--- config.mk ---
export PLATFORM = sky130hd
export DESIGN_NAME = serial_subtractor_flat
export DESIGN_NICKNAME = d
export VERILOG_FILES = /design/src/rtl/serial_subtractor_pkg.sv /design/src/rtl/serial_subtractor_if.sv /design/src/rtl/serial_subtractor_full_subtractor.sv /design/src/rtl/serial_subtractor.sv /design/src/flat_wrapper.sv
export SDC_FILE = /design/constraint.sdc
export NUM_CORES = 1
export LEC_CHECK = 0
export BUFFER_PORTS_ARGS = -buffer_cell sky130_fd_sc_hd__buf_4
export CORE_MARGIN = 2
export CORE_UTILIZATION = 45
export CTS_CLUSTER_SIZE = 20
export DETAILED_ROUTE_END_ITERATION = 16
export GPL_ROUTABILITY_DRIVEN = 0
export GPL_TIMING_DRIVEN = 0
export HOLD_SLACK_MARGIN = 0.08
export PLACE_DENSITY = 0.77
export SYNTH_ARGS = -nofsm -noshare
export SYNTH_HDL_FRONTEND = slang
export SYNTH_HIERARCHICAL = 1
export SYNTH_SLANG_ARGS = --single-unit
--- constraint.sdc ---
create_clock -name clk -period 3.6 [get_ports clk]
set_input_delay 0.72 -clock clk [delete_from_list [all_inputs] [get_ports clk]]
set_output_delay 0.72 -clock clk [all_outputs]
set_load 0.02 [all_outputs]
--- src/rtl/serial_subtractor_pkg.sv ---
// -----------------------------------------------------------------------------
// serial_subtractor_pkg
// Shared constants for the bit-serial subtractor:
//   - FSM state encodings (IDLE / SHIFT / FINISH)
//   - default operand width
//   - bit-counter width rule (clog2 of the operand width)
// -----------------------------------------------------------------------------
package serial_subtractor_pkg;

    localparam int DEFAULT_W = 4;

    localparam logic [1:0] ST_IDLE   = 2'd0;
    localparam logic [1:0] ST_SHIFT  = 2'd1;
    localparam logic [1:0] ST_FINISH = 2'd2;

    // The counter only has to reach W-1, so clog2(W) bits suffice for W >= 2.
    function automatic int cnt_width(input int w);
        return (w <= 2) ? 1 : $clog2(w);
    endfunction

endpackage

--- src/rtl/serial_subtractor_if.sv ---
// -----------------------------------------------------------------------------
// serial_subtractor_if
// Request/response bundle of the bit-serial subtractor.
//   start  : request, honoured only while busy = 0
//   a, b   : minuend / subtrahend (W bits), captured on accepted start
//   bin    : borrow-in, captured on accepted start
//   busy   : operation in flight
//   done   : one-cycle pulse, diff valid
//   diff   : {borrow-out, difference} (W+1 bits)
// master = requester, slave = subtractor.
// -----------------------------------------------------------------------------
interface serial_subtractor_if
    import serial_subtractor_pkg::*;
#(
    parameter int W = DEFAULT_W
);

    logic         start;
    logic [W-1:0] a;
    logic [W-1:0] b;
    logic         bin;
    logic         busy;
    logic         done;
    logic [W:0]   diff;

    modport master (
        output start, a, b, bin,
        input  busy, done, diff
    );

    modport slave (
        input  start, a, b, bin,
        output busy, done, diff
    );

endinterface

--- src/rtl/serial_subtractor_full_subtractor.sv ---
// -----------------------------------------------------------------------------
// full_subtractor
// Combinational 1-bit subtract cell: {bo, d} = x - y - bi.
//   x  : minuend bit
//   y  : subtrahend bit
//   bi : borrow in
//   d  : difference bit
//   bo : borrow out
// -----------------------------------------------------------------------------
module full_subtractor (
    input  logic x,
    input  logic y,
    input  logic bi,
    output logic d,
    output logic bo
);

    assign d  = x ^ y ^ bi;
    // Borrow when y exceeds x outright, or when they are equal and a borrow
    // is already pending.
    assign bo = (~x & y) | (~(x ^ y) & bi);

endmodule

--- src/rtl/serial_subtractor.sv ---
// -----------------------------------------------------------------------------
// serial_subtractor
// Bit-serial W-bit subtractor, LSB first: {bout, d} = a - b - bin.
// Ports:
//   clk : rising-edge clock
//   rst : synchronous, active-high reset (clears all state)
//   bus : serial_subtractor_if.slave (start/a/b/bin in, busy/done/diff out)
// Timing: start sampled at edge E0, W SHIFT edges, one FINISH cycle, and the
// registered done pulse is seen in the cycle after edge E0+W+1. One operation
// per W+2 cycles.
// -----------------------------------------------------------------------------
module serial_subtractor
    import serial_subtractor_pkg::*;
#(
    parameter int W = DEFAULT_W
) (
    input  logic                 clk,
    input  logic                 rst,
    serial_subtractor_if.slave   bus
);

    localparam int              CW   = cnt_width(W);
    localparam logic [CW-1:0]   LAST = CW'(W - 1);

    logic [1:0]    state_q, state_d;
    logic [W-1:0]  a_q, a_d;
    logic [W-1:0]  b_q, b_d;
    logic          br_q, br_d;
    logic [W-1:0]  res_q, res_d;
    logic [CW-1:0] cnt_q, cnt_d;
    logic [W:0]    diff_q, diff_d;
    logic          done_q, done_d;

    logic dbit;
    logic bo;

    full_subtractor u_fs (
        .x  (a_q[0]),
        .y  (b_q[0]),
        .bi (br_q),
        .d  (dbit),
        .bo (bo)
    );

    always_comb begin
        state_d = state_q;
        a_d     = a_q;
        b_d     = b_q;
        br_d    = br_q;
        res_d   = res_q;
        cnt_d   = cnt_q;
        diff_d  = diff_q;
        done_d  = 1'b0;

        case (state_q)
            ST_IDLE: begin
                if (bus.start) begin
                    a_d     = bus.a;
                    b_d     = bus.b;
                    br_d    = bus.bin;
                    res_d   = '0;
                    cnt_d   = '0;
                    state_d = ST_SHIFT;
                end
            end

            ST_SHIFT: begin
                // New bit enters at the MSB so after W shifts bit 0 holds the LSB.
                res_d = {dbit, {(W-1){1'b0}}} | (res_q >> 1);
                a_d   = a_q >> 1;
                b_d   = b_q >> 1;
                br_d  = bo;
                cnt_d = cnt_q + 1'b1;
                if (cnt_q == LAST) begin
                    // diff only changes here, so it stays stable during SHIFT.
                    diff_d  = {bo, res_d};
                    state_d = ST_FINISH;
                end
            end

            ST_FINISH: begin
                // done is registered, so the pulse lands in the cycle after FINISH.
                done_d  = 1'b1;
                state_d = ST_IDLE;
            end

            default: begin
                state_d = ST_IDLE;
            end
        endcase
    end

    always_ff @(posedge clk) begin
        if (rst) begin
            state_q <= ST_IDLE;
            a_q     <= '0;
            b_q     <= '0;
            br_q    <= 1'b0;
            res_q   <= '0;
            cnt_q   <= '0;
            diff_q  <= '0;
            done_q  <= 1'b0;
        end else begin
            state_q <= state_d;
            a_q     <= a_d;
            b_q     <= b_d;
            br_q    <= br_d;
            res_q   <= res_d;
            cnt_q   <= cnt_d;
            diff_q  <= diff_d;
            done_q  <= done_d;
        end
    end

    assign bus.busy = (state_q != ST_IDLE);
    assign bus.done = done_q;
    assign bus.diff = diff_q;

endmodule

--- src/flat_wrapper.sv ---
// flat-port wrapper written by rule: the top's interface ports become plain ports
module serial_subtractor_flat import serial_subtractor_pkg::*;
#(
    parameter int W = DEFAULT_W
)
  (clk, rst, bus_start, bus_a, bus_b, bus_bin, bus_busy, bus_done, bus_diff);
  serial_subtractor_if #(.W(W)) bus_i ();
  input  logic clk;
  input  logic rst;
  input wire logic [$bits(bus_i.start)-1:0] bus_start;
  input wire logic [$bits(bus_i.a)-1:0] bus_a;
  input wire logic [$bits(bus_i.b)-1:0] bus_b;
  input wire logic [$bits(bus_i.bin)-1:0] bus_bin;
  output wire logic [$bits(bus_i.busy)-1:0] bus_busy;
  output wire logic [$bits(bus_i.done)-1:0] bus_done;
  output wire logic [$bits(bus_i.diff)-1:0] bus_diff;
  assign bus_i.start = bus_start;
  assign bus_i.a = bus_a;
  assign bus_i.b = bus_b;
  assign bus_i.bin = bus_bin;
  assign bus_busy = bus_i.busy;
  assign bus_done = bus_i.done;
  assign bus_diff = bus_i.diff;
  serial_subtractor #(.W(W)) u_core (.clk(clk), .rst(rst), .bus(bus_i));
endmodule
# Word-level counts from Yosys, hierarchy flattened
# Cells that the tools add are included.
[word_totals]
reg_bits = 23
in_bits = 12
out_inout_bits = 7
[classes]
mux = 14
n_reduce_logical = 6
add_sub_neg = 1
n_eq_ne = 5
n_bitwise = 8
[ops]
columns = ["op", "n"]
rows = [
  ["$pmux W4 S2", 3],
  ["$mux W4", 3],
  ["$pmux W2 S2", 2],
  ["$mux W2", 3],
  ["$reduce_and A2 Y1", 3],
  ["$eq A2 B2 Y1 const B", 2],
  ["$or A4 B3 Y4", 1],
  ["$reduce_bool A2 Y1", 2],
  ["$add A2 B1 Y2 const B", 1],
  ["$and A1 B1 Y1", 2],
  ["$eq A2 B1 Y1 const B", 1],
  ["$logic_not A2 Y1", 1],
  ["$mux W1", 2],
  ["$ne A2 B1 Y1 const B", 1],
  ["$ne A2 B2 Y1 const B", 1],
  ["$not A1 Y1", 2],
  ["$pmux W1 S2", 1],
  ["$xor A1 B1 Y1", 2],
  ["$or A1 B1 Y1", 1],
]

# Longest topological paths before layout
# Gate-level depths: netlist of run 1.
[logic_depth]
word_depth = 5
mapped_depth = 5
ltp_nobuf = 5

# Cells and area by module
# Netlist of run 1, hierarchy kept.
[by_module_without_submodules]
columns = ["mod", "n_inst", "cells_per_inst", "area_per_inst_um2"]
rows = [
  ["serial_subtractor", 1, 94, 964.7],
  ["full_subtractor", 1, 4, 31.3],
]

# Worst setup path after synthesis of run 1
# No wires, ideal clock.
[synth_timing]
path_kind = "reg-to-output"
start = "reg u_core.state_q[1]"
end = "out bus_busy"
required_ps = 2880
slack_ps = 2138
arrival_ps = 742
stages_incl_launch_ff = 3
path_cell_list = "dfxtp_1 buf_2 or2_1"
[synth_via]
elab_chain_len = 1
[synth_rtl]
columns = ["item", "line", "text"]
rows = [
  ["from (decl)", "serial_subtractor.sv:25", "logic [1:0] state_q, state_d;"],
  ["from (signal assigned)", "serial_subtractor.sv:104", "state_q <= state_d;"],
  ["$reduce_bool A2 Y1", "serial_subtractor.sv:115", "assign bus.busy = (state_q != ST_IDLE);"],
  ["to (decl)", "flat_wrapper.sv:14", "output wire logic [$bits(bus_i.busy)-1:0] bus_busy;"],
]
# No other way between the ends.

# Final worst setup path of run 1
# Ends and elaborated chain as after synthesis.

==> impl_metrics.csv, run 1 <==
group,metric,value,unit
global_routing,grt_remaining_overflow,0,
run,drv_cap,0,
yosys,synth-simple-area-share,0.192,
cells_and_area,areaGrowthSynthToFinish,20.7,%
timing,rsz0062_at_grt,"false",
setup_path,path_class,"reg2out",
die,die_area,2610,um^2
cts,cts.sink_count,22,
yosys,synth-compound-area-share,0.175,
cts,clock_path_buffers,2,
global_routing,grt_pass1_vias,704,
setup_path,cp-startpoint,"u_core/state_q[1]",
yosys,synth_edf_count,0,
timing,period_share,0.536,
cts,cts.repair.resized,0,
detailed_routing,via_count,762,
detailed_routing,drt-total-wl,1770,um
timing,final-max-slew-violation-count,0,
global_routing,top_usage_layer,"met2",
cells_and_area,drive_gt1_frac,0.325,
placed_design,dp_hpwl,1290,um
cts,cts_tree,"yes",
setup_path,r2r-start,"u_core/cnt_q[0]",
cells_and_area,final_area,1200,um^2
global_routing,use_met3,0.0175,
global_routing,grt_use_met2,0.262,
die,start_util,0.464,
yosys,ys_seq_area_frac,0.442,
cts,clkTransAtPathRegs,0.12,ns
setup_path,cp_max_fo,10,
timing,clock_skew,0.000706,ns
yosys,synth_warnings,6,
detailed_routing,routedWlPerCell,11.9,um
timing,hold_slack,0.464,ns
timing,fmax,519,MHz
cts,post_cts.repair.setup_buffers,0,
yosys,synth_top_family_by_area,"simple AND/OR/NAND/NOR gates",
die,core,2150,um^2
power_and_ir_drop,leakagePower,0.000482,uW
status,status,"finished clean",
detailed_routing,first_iter_violations,14,
setup_path,worst-endpoint-arrival,1.21,ns
timing,tns,0,ns
timing,relSlewSlack,0.599,
global_routing,grtUsageTotal,0.154,
placed_design,post_dp_cell_area,1170,um^2
cells_and_area,layout_common_cells,"22 x dfxtp_1, 19 x buf_4, 11 x nor2_1, 8 x mux2i_1, 7 x a21oi_1",
detailed_routing,via_per_inst,5.15,
yosys,ys.flop_type,"dfxtp_1",
yosys,synth_seq_cells,22,
detailed_routing,drt-pass1-iter-count,4,
cells_and_area,fillers,198,
cells_and_area,nNetsFinal,135,
detailed_routing,drc_errors,0,
timing,finalSetupViolations,0,
cts,worst_skew_pair.late_latency,0.30,ns
worst_hold_path,holdCritStartpoint,"u_core/bus.diff[2]",
cts,cts_htree_levels,1,
detailed_routing,ant_nets,0,
power_and_ir_drop,p_per_area,391,nW/um^2
yosys,syn_inst,98,
cells_and_area,final_common_cell,"dfxtp_1",
global_routing,antenna_found_initial,0,
setup_path,crit_path_end_kind,"output port",
cells_and_area,antenna_cells,0,
placed_design,io_buffers,18,
yosys,ys_async_sr_fraction,0,
power_and_ir_drop,ir_drop,250,uV
timing,tightestPinTransition,0.602,ns
yosys,synth_cell_types,29,
die,io_pins,19,
cts,cts_hold_buf,0,
setup_path,crit_required,2.88,ns
die,num_rows,17,
setup_path,start_kind,"flop",
yosys,muxShareOfSynthArea,0.0804,
yosys,syn-cell-area,996,um^2
die,die_y,51.0,um
yosys,synthXorXnorAreaFrac,0,
worst_hold_path,hold_class,"reg2reg",
timing,timing_hold_violations_final,0,
global_routing,grt_pass1_wl,2990,um
die,die_w,51.0,um
timing,min_period,1.93,ns
cts,cts_buffers,3,
global_routing,grtUsageMet1,0.189,
yosys,yosys.area_share.adder,0.0327,
global_routing,grt_start_max_net_pins,13,
yosys,syn_avg_cell_area,10.2,um^2
cts,cts-root-buf,"clkbuf_4",
yosys,syn_nets,112,
[registers in the layout (all words and copies together) (netlist names)]
| signal | cells |
|---|---|
| u_core/bus.diff | 5 |
| u_core/br_q | 1 |
| u_core/b_q | 4 |
| u_core/state_q | 2 |
| u_core/res_q | 3 |
| u_core/cnt_q | 2 |
| u_core/bus.done | 1 |
| u_core/a_q | 4 |
[logic make-up (layout without fill, tap and decap cells)]
group | Yosys count | in the layout
mux | 8 | 8
fa+ha+maj | 2 | 2
simple gates | 34 | 34
flops | 22 | 22
buf+inv | 11 | 33
compound gates | 21 | 21
[area by class of cell]
| cell class | count | area [um^2] | area share |
|---|---|---|---|
| flip-flops and latches | 22 | 440 | 0.366 |
| repair buffers | 18 | 135 | 0.112 |
| clock buffers | 4 | 36.3 | 0.0302 |
| plain buffers | 7 | 62.6 | 0.0520 |
| well taps | 28 | 35.0 | 0.0291 |
| multi-input cells | 65 | 478 | 0.398 |
| inverters | 4 | 15.0 | 0.0125 |
[cell usage after synthesis, types with 2 or more instances]
cell / count / area [um^2]
a211oi_2: 6 / 75.1
a21oi_1: 7 / 35.0
a22oi_1: 4 / 30.0
buf_6: 2 / 22.5
dfxtp_1: 22 / 440
inv_1: 4 / 15.0
mux2i_1: 8 / 80.1
nand2_1: 5 / 18.8
nand3_1: 5 / 25.0
nand4bb_1: 2 / 22.5
nor2_1: 11 / 41.3
nor2_2: 3 / 18.8
nor3b_1: 2 / 15.0
o21ai_0: 2 / 10.0
[where the power goes]
part	switching, uW	leakage [uW]	internal [uW]
Clock	71.5	0.0000210	61.6
Combinational	37.2	0.000281	38.2
Sequential	6.71	0.000180	255
[critical path: stages (launching register included)]
cell and delay [ns]:
dfxtp_1 0.34, buf_2 0.16, or2_1 0.24, buf_4 0.16
[final timing paths]
kind | end | slack, ns | cells after the start
max reg2reg | u_core/bus.diff[4] | 2.33 | 4
max | bus_busy | 1.67 | 3
min reg2reg | u_core/bus.diff[2] | 0.46 | 2
min | u_core/bus.diff[2] | 0.46 | 2
[through the flow]
stage | power [uW] | utilization | instances | setup slack (ns)
after global routing | 493 | 0.560 | 148 | 1.60
after detailed placement | 342 | 0.543 | 144 | 2.01
after floorplan | 321 | - | 98 | 2.14
after global placement | 340 | 0.543 | 144 | 2.03
final | 470 | 0.560 | 148 | 1.67
after CTS | 477 | 0.560 | 148 | 1.65
[routing by layer]
metal  wire length [um]  up-vias
met5                  0        -
met1                809      356
li1                   -      387
met2                880       17
met4                 19        0
met3                 58        2
No activity file was read; power rests on OpenSTA's default activity.
==> inputs of run 2 (changes only) <==
--- a/config.mk
+++ b/config.mk
@@ -5,6 +5,7 @@
 export SDC_FILE = /design/constraint.sdc
 export NUM_CORES = 1
 export LEC_CHECK = 0
+export ABC_AREA = 1
 export BUFFER_PORTS_ARGS = -buffer_cell sky130_fd_sc_hd__buf_4
 export CORE_MARGIN = 2
 export CORE_UTILIZATION = 45
==> constraint.sdc (replaced) <==
create_clock -name clk -period 1.95 [get_ports clk]
set_input_delay 0.39 -clock clk [delete_from_list [all_inputs] [get_ports clk]]
set_output_delay 0.39 -clock clk [all_outputs]
set_load 0.02 [all_outputs]
==> run 2 against run 1 <==
Final area down 5.1%. Critical path type unchanged. Clock power up 49%. Via count up 13%. Synthesized area down 4.6%. Synthesized cell count up 40%. Clock skew up 0.0033 ns. Critical endpoint unchanged. Global-route usage up 1.9 points. Routed wire length up 6.0%. Clock-buffer cell count down 1. Largest cell class is now registers. Largest power group unchanged. Sequential cell count unchanged. Hold slack worse by 0.098 ns.
==> impl_metrics.csv, run 2 <==
group,metric,value,unit
cts,cts.repair.resized,0,
cells_and_area,final_common_cell,"nand2_1",
timing,final-max-slew-violation-count,0,
cts,cts_hold_buf,0,
yosys,syn_nets,151,
setup_path,worst-endpoint-arrival,1.19,ns
global_routing,grt_pass1_vias,820,
placed_design,dp_hpwl,1390,um
global_routing,grtUsageTotal,0.173,
die,start_util,0.479,
timing,period_share,0.810,
yosys,yosys-top-cells-count,"42 x nand2_1, 24 x nor2_1, 22 x dfxtp_1, 15 x inv_1, 8 x nand3_1",
global_routing,grt_remaining_overflow,0,
detailed_routing,ant_nets,0,
timing,fmax,633,MHz
yosys,synth_cell_types,16,
setup_path,cp-startpoint,"u_core/state_q[0]",
die,core,1980,um^2
yosys,synth_most_common_cell,"nand2_1",
power_and_ir_drop,p_per_area,704,nW/um^2
yosys,ys_async_sr_fraction,0,
cells_and_area,nNetsFinal,174,
power_and_ir_drop,ir_drop,522,uV
yosys,syn-cell-area,950,um^2
status,status,"finished clean",
timing,clock_skew,0.00400,ns
setup_path,cp_cell_sequence,"buf_4, nor2_1, inv_1, buf_4",
timing,rsz0062_at_grt,"false",
setup_path,r2r-start,"u_core/state_q[0]",
global_routing,grt_use_met2,0.280,
cts,worst_skew_pair.late_latency,0.30,ns
cts,cts.sink_count,22,
yosys,syn_inst,137,
die,die_y,49.9,um
timing,tns,0,ns
detailed_routing,drc_errors,0,
yosys,syn_avg_cell_area,6.93,um^2
setup_path,cp_max_fo,10,
detailed_routing,first_iter_violations,14,
detailed_routing,drt-total-wl,1870,um
setup_path,path_class,"reg2out",
timing,min_period,1.58,ns
global_routing,grt_start_max_net_pins,12,
run,drv_cap,0,
global_routing,antenna_found_initial,0,
timing,tightestPinTransition,0.454,ns
setup_path,cpMaxStageDelayCell,"dfxtp_1",
yosys,yosys.area.top_type,"dfxtp_1",
global_routing,top_usage_layer,"met2",
cts,clock_path_buffers,2,
power_and_ir_drop,leakagePower,0.000570,uW
setup_path,crit_required,1.56,ns
worst_hold_path,holdCritStartpoint,"bus_a[3]",
worst_hold_path,min_path_cells,3,
yosys,synth_edf_count,0,
die,num_rows,16,
die,io_pins,19,
cts,cts_tree,"yes",
detailed_routing,routedWlPerCell,10.1,um
cells_and_area,layout_common_cells,"42 x nand2_1, 24 x nor2_1, 22 x dfxtp_1, 21 x buf_4, 15 x inv_1",
timing,finalSetupViolations,0,
setup_path,crit_path_end_kind,"output port",
yosys,ys_seq_area_frac,0.464,
yosys,synth_warnings,6,
cts,cts-root-buf,"clkbuf_4",
cells_and_area,stdcell_count,185,
cells_and_area,areaGrowthSynthToFinish,20.2,%
global_routing,grtUsageMet1,0.221,
detailed_routing,drt-pass1-iter-count,4,
global_routing,grt_pass1_wl,3340,um
yosys,synth.area.top_cells,"dfxtp_1 46%, nand2_1 17%, nor2_1 9.5%",
cts,cts_buffers,3,
cts,clkTransAtPathRegs,0.11,ns
cells_and_area,antenna_cells,0,
power_and_ir_drop,power,804,uW
yosys,synth_seq_cells,22,
cts,cts_htree_levels,1,
cts,post_cts.repair.setup_buffers,0,
timing,relSlewSlack,0.697,
worst_hold_path,hold_class,"in2reg",
setup_path,start_kind,"flop",
cells_and_area,largest_reg_flops,5,
cells_and_area,drive_gt1_frac,0.177,
die,die_w,49.9,um
yosys,ys.flop_type,"dfxtp_1",
global_routing,use_met3,0.0424,
placed_design,dp.cells,182,
detailed_routing,via_per_inst,4.64,
detailed_routing,via_count,859,
placed_design,io_buffers,18,
timing,timing_hold_violations_final,0,
cells_and_area,fillers,195,
setup_path,max_stage_delay,0.34,ns
setup_path,cp_common_cell,"buf_4",
die,die_area,2490,um^2
yosys,synth.top_cell.area_share,0.464,
setup_path,rr_worst_depth,6,
## run 2: layer usage
layer / vias up / share of wire
met2: 22 / 0.46
met5: - / 0
met1: 373 / 0.47
met3: 2 / 0.059
li1: 462 / -
met4: 0 / 0.0043
## run 2: stage by stage
step           hold WS (ns)  setup slack (ns)  cell area, um^2  utilization
4_1_cts               0.355             0.352             1140        0.576
3_5_place_dp          0.456             0.651             1120        0.564
3_3_place_gp          0.449             0.661             1120        0.564
6_report              0.366             0.370             1140        0.576
2_1_floorplan         0.439             0.813              950            -
5_1_grt               0.356             0.253             1140        0.576
## run 2: area by class of cell
cell class | instances | area (um^2) | share of cell area
flip-flops and latches | 22 | 440 | 0.386
multi-input cells | 94 | 419 | 0.367
repair buffers | 18 | 135 | 0.118
inverters | 16 | 60.1 | 0.0526
well taps | 27 | 33.8 | 0.0296
plain buffers | 5 | 30.0 | 0.0263
clock buffers | 3 | 22.5 | 0.0197
## run 2: critical path, delay by kind of cell, from the launching register on
kind,cells,cell delay [ns]
flip-flops,1,0.34
AND/OR/NAND/NOR,1,0.18
buffers and inverters,3,0.38
## run 2: logic make-up after synthesis
kind of cell	after synthesis	synth area share
buffers and inverters	21	0.0949
adder cells (fa/ha/maj)	2	0.0343
AND/OR/NAND/NOR	78	0.329
flip-flops	22	0.464
AO/OA/AOI/OAI	14	0.0777
## run 2: worst paths after layout
path | to | slack, ns
worst max-delay path | bus_busy | 0.37
worst min-delay path | u_core/a_q[3] | 0.37
worst max register to register | u_core/bus.diff[0] | 0.71
worst min register to register | u_core/res_q[1] | 0.47
## run 2: report_power, final
group | leakage, uW | internal [uW] | switching (uW) | total [uW]
clock | 0.0000138 | 72.0 | 126 | 198
combinational | 0.000376 | 53.5 | 69.7 | 123
sequential | 0.000180 | 470 | 11.9 | 482
total | 0.000570 | 596 | 208 | 804
==> inputs of run 3 (changes only) <==
--- a/config.mk
+++ b/config.mk
@@ -14,7 +14,7 @@
 export GPL_ROUTABILITY_DRIVEN = 0
 export GPL_TIMING_DRIVEN = 0
 export HOLD_SLACK_MARGIN = 0.08
-export PLACE_DENSITY = 0.77
+export PLACE_DENSITY = 0.8
 export SYNTH_ARGS = -nofsm -noshare
 export SYNTH_HDL_FRONTEND = slang
 export SYNTH_HIERARCHICAL = 1
==> constraint.sdc (replaced) <==
create_clock -name clk -period 1.3 [get_ports clk]
set_input_delay 0.26 -clock clk [delete_from_list [all_inputs] [get_ports clk]]
set_output_delay 0.26 -clock clk [all_outputs]
set_load 0.02 [all_outputs]
==> run 3 against run 2 <==
Sequential cell count unchanged. Via count is 8.6% higher. Hold slack lost 0.13 ns. Register-to-register slack lost 0.64 ns. Sequential power increased by 51%. Final cell count rose by 2.7%. Non-clock buffer count rose by 4. Largest cell class unchanged.
==> impl_metrics.csv, run 3 (synthesis results as in run 2) <==
group,metric,value,unit
cells_and_area,seq_area,449,um^2
detailed_routing,routedWlPerCell,11.3,um
power_and_ir_drop,leakagePower,0.000599,uW
detailed_routing,drc_errors,0,
power_and_ir_drop,combPwrFrac,0.155,
cts,cts-root-buf,"clkbuf_4",
status,status,"finished clean",
placed_design,dp_hpwl,1460,um
timing,period_share,0.962,
placed_design,io_buffers,18,
global_routing,antenna_found_initial,0,
global_routing,top_usage_layer,"met2",
cts,cts_htree_levels,1,
cells_and_area,largest_reg_flops,5,
power_and_ir_drop,clockPowerShare,0.288,
cts,worst_skew_pair.late_latency,0.31,ns
cts,cts_hold_buf,0,
cts,clkTransAtPathRegs,0.12,ns
die,die_y,49.9,um
setup_path,worst-endpoint-arrival,0.99,ns
cells_and_area,final_common_cell,"nand2_1",
global_routing,grtUsageTotal,0.184,
global_routing,grt_pass1_vias,851,
cells_and_area,layout_common_cells,"42 x nand2_1, 25 x buf_4, 23 x nor2_1, 19 x dfxtp_1, 14 x inv_1",
power_and_ir_drop,seq_power_share,0.557,
cells_and_area,fillers,166,
detailed_routing,drt-pass1-iter-count,4,
cts,cts_buffers,3,
timing,clock_skew,0.00334,ns
cells_and_area,nNetsFinal,178,
setup_path,crit_required,1.04,ns
die,core,1980,um^2
timing,tns,0,ns
setup_path,cp_max_fo,4,
detailed_routing,via_count,933,
setup_path,start_kind,"flop",
detailed_routing,ant_nets,0,
global_routing,grt_pass1_wl,3570,um
global_routing,grt_use_met2,0.327,
die,die_w,49.9,um
detailed_routing,first_iter_violations,17,
die,num_rows,16,
cts,cts_tree,"yes",
die,io_pins,19,
detailed_routing,drt-total-wl,2140,um
global_routing,grt_remaining_overflow,0,
setup_path,path_class,"reg2out",
timing,timing_hold_violations_final,0,
setup_path,crit_path_end_kind,"output port",
global_routing,grtUsageMet1,0.227,
placed_design,post_dp_cell_area,1120,um^2
cts,cts.sink_count,22,
worst_hold_path,hold_class,"in2reg",
cells_and_area,final_area,1210,um^2
power_and_ir_drop,p_int,966,uW
run,drv_cap,0,
power_and_ir_drop,ir_drop,593,uV
timing,tightestPinTransition,0.451,ns
timing,final-max-slew-violation-count,0,
global_routing,grt_start_max_net_pins,13,
cells_and_area,areaGrowthSynthToFinish,27.3,%
timing,rsz0062_at_grt,"false",
cells_and_area,multiInputGateArea,434,um^2
cells_and_area,antenna_cells,0,
timing,min_period,1.25,ns
timing,finalSetupViolations,0,
timing,fmax,799,MHz
power_and_ir_drop,p_sw_frac,0.260,
cts,clock_path_buffers,2,
die,start_util,0.479,
die,die_area,2490,um^2
power_and_ir_drop,p_per_area,1080,nW/um^2
global_routing,use_met3,0.0273,
detailed_routing,via_per_inst,4.91,
timing,relSlewSlack,0.699,
power_and_ir_drop,p_sw,338,uW
cells_and_area,drive_gt1_frac,0.239,
run 3: cell types whose count changed in the layout (fill, tap and decap cells not counted), sizes merged:
| cell | change |
|---|---|
| buf | +4 |
| clkbuf | +1 |
run 3: final cells by class:
| cell class | count | share of cell area |
|---|---|---|
| flip-flops and latches | 22 | 0.372 |
| multi-input cells | 94 | 0.359 |
| repair buffers | 23 | 0.143 |
| inverters | 16 | 0.0497 |
| clock buffers | 4 | 0.0300 |
| well taps | 27 | 0.0280 |
| plain buffers | 4 | 0.0186 |
run 3: routing by layer:
layer	wire length, um	vias up
met5	0	-
met4	12	0
met3	82	2
met2	1100	21
met1	945	438
li1	-	472
run 3: worst max-delay path: stages, from the launching register on:
cell,delay (ns)
dfxtp_4,0.39
nor2_4,0.11
inv_1,0.04
buf_4,0.15
run 3: metrics by stage:
step	power, uW	cells	utilization	worst slack [ns]	hold WS (ns)
finish	1300	190	0.610	0.0488	0.239
global route	1370	190	0.610	0.00292	0.225
global placement	916	182	0.564	0.102	0.449
detailed placement	926	182	0.564	0.0966	0.456
floorplan	860	137	-	0.163	0.424
CTS	1300	187	0.592	0.0225	0.233
run 3: repair_timing:
action,in CTS,in global routing
resized for setup,4,6
pin swaps,1,1
buffers inserted,2,3
endpoints found under the setup margin,1,8
cloned,0,0
run 3: power by group through the flow:
stage	combinational (uW)	sequential (uW)	clock (uW)
2_1_floorplan	124	736	0
3_3_place_gp	179	738	0
3_5_place_dp	186	739	0
4_1_cts	187	730	383
5_1_grt	229	730	409
6_report	203	726	375
run 3: path summary, 6_finish.rpt:
path / cells past startpoint / start / endpoint / slack [ns]
hold reg to reg: 2 / u_core/res_q[1] / u_core/res_q[1] / 0.47
setup reg to reg: 4 / u_core/b_q[0] / u_core/res_q[3] / 0.07
setup / recovery: 3 / u_core/state_q[1] / bus_busy / 0.05
hold / removal: 3 / bus_a[3] / u_core/a_q[3] / 0.24
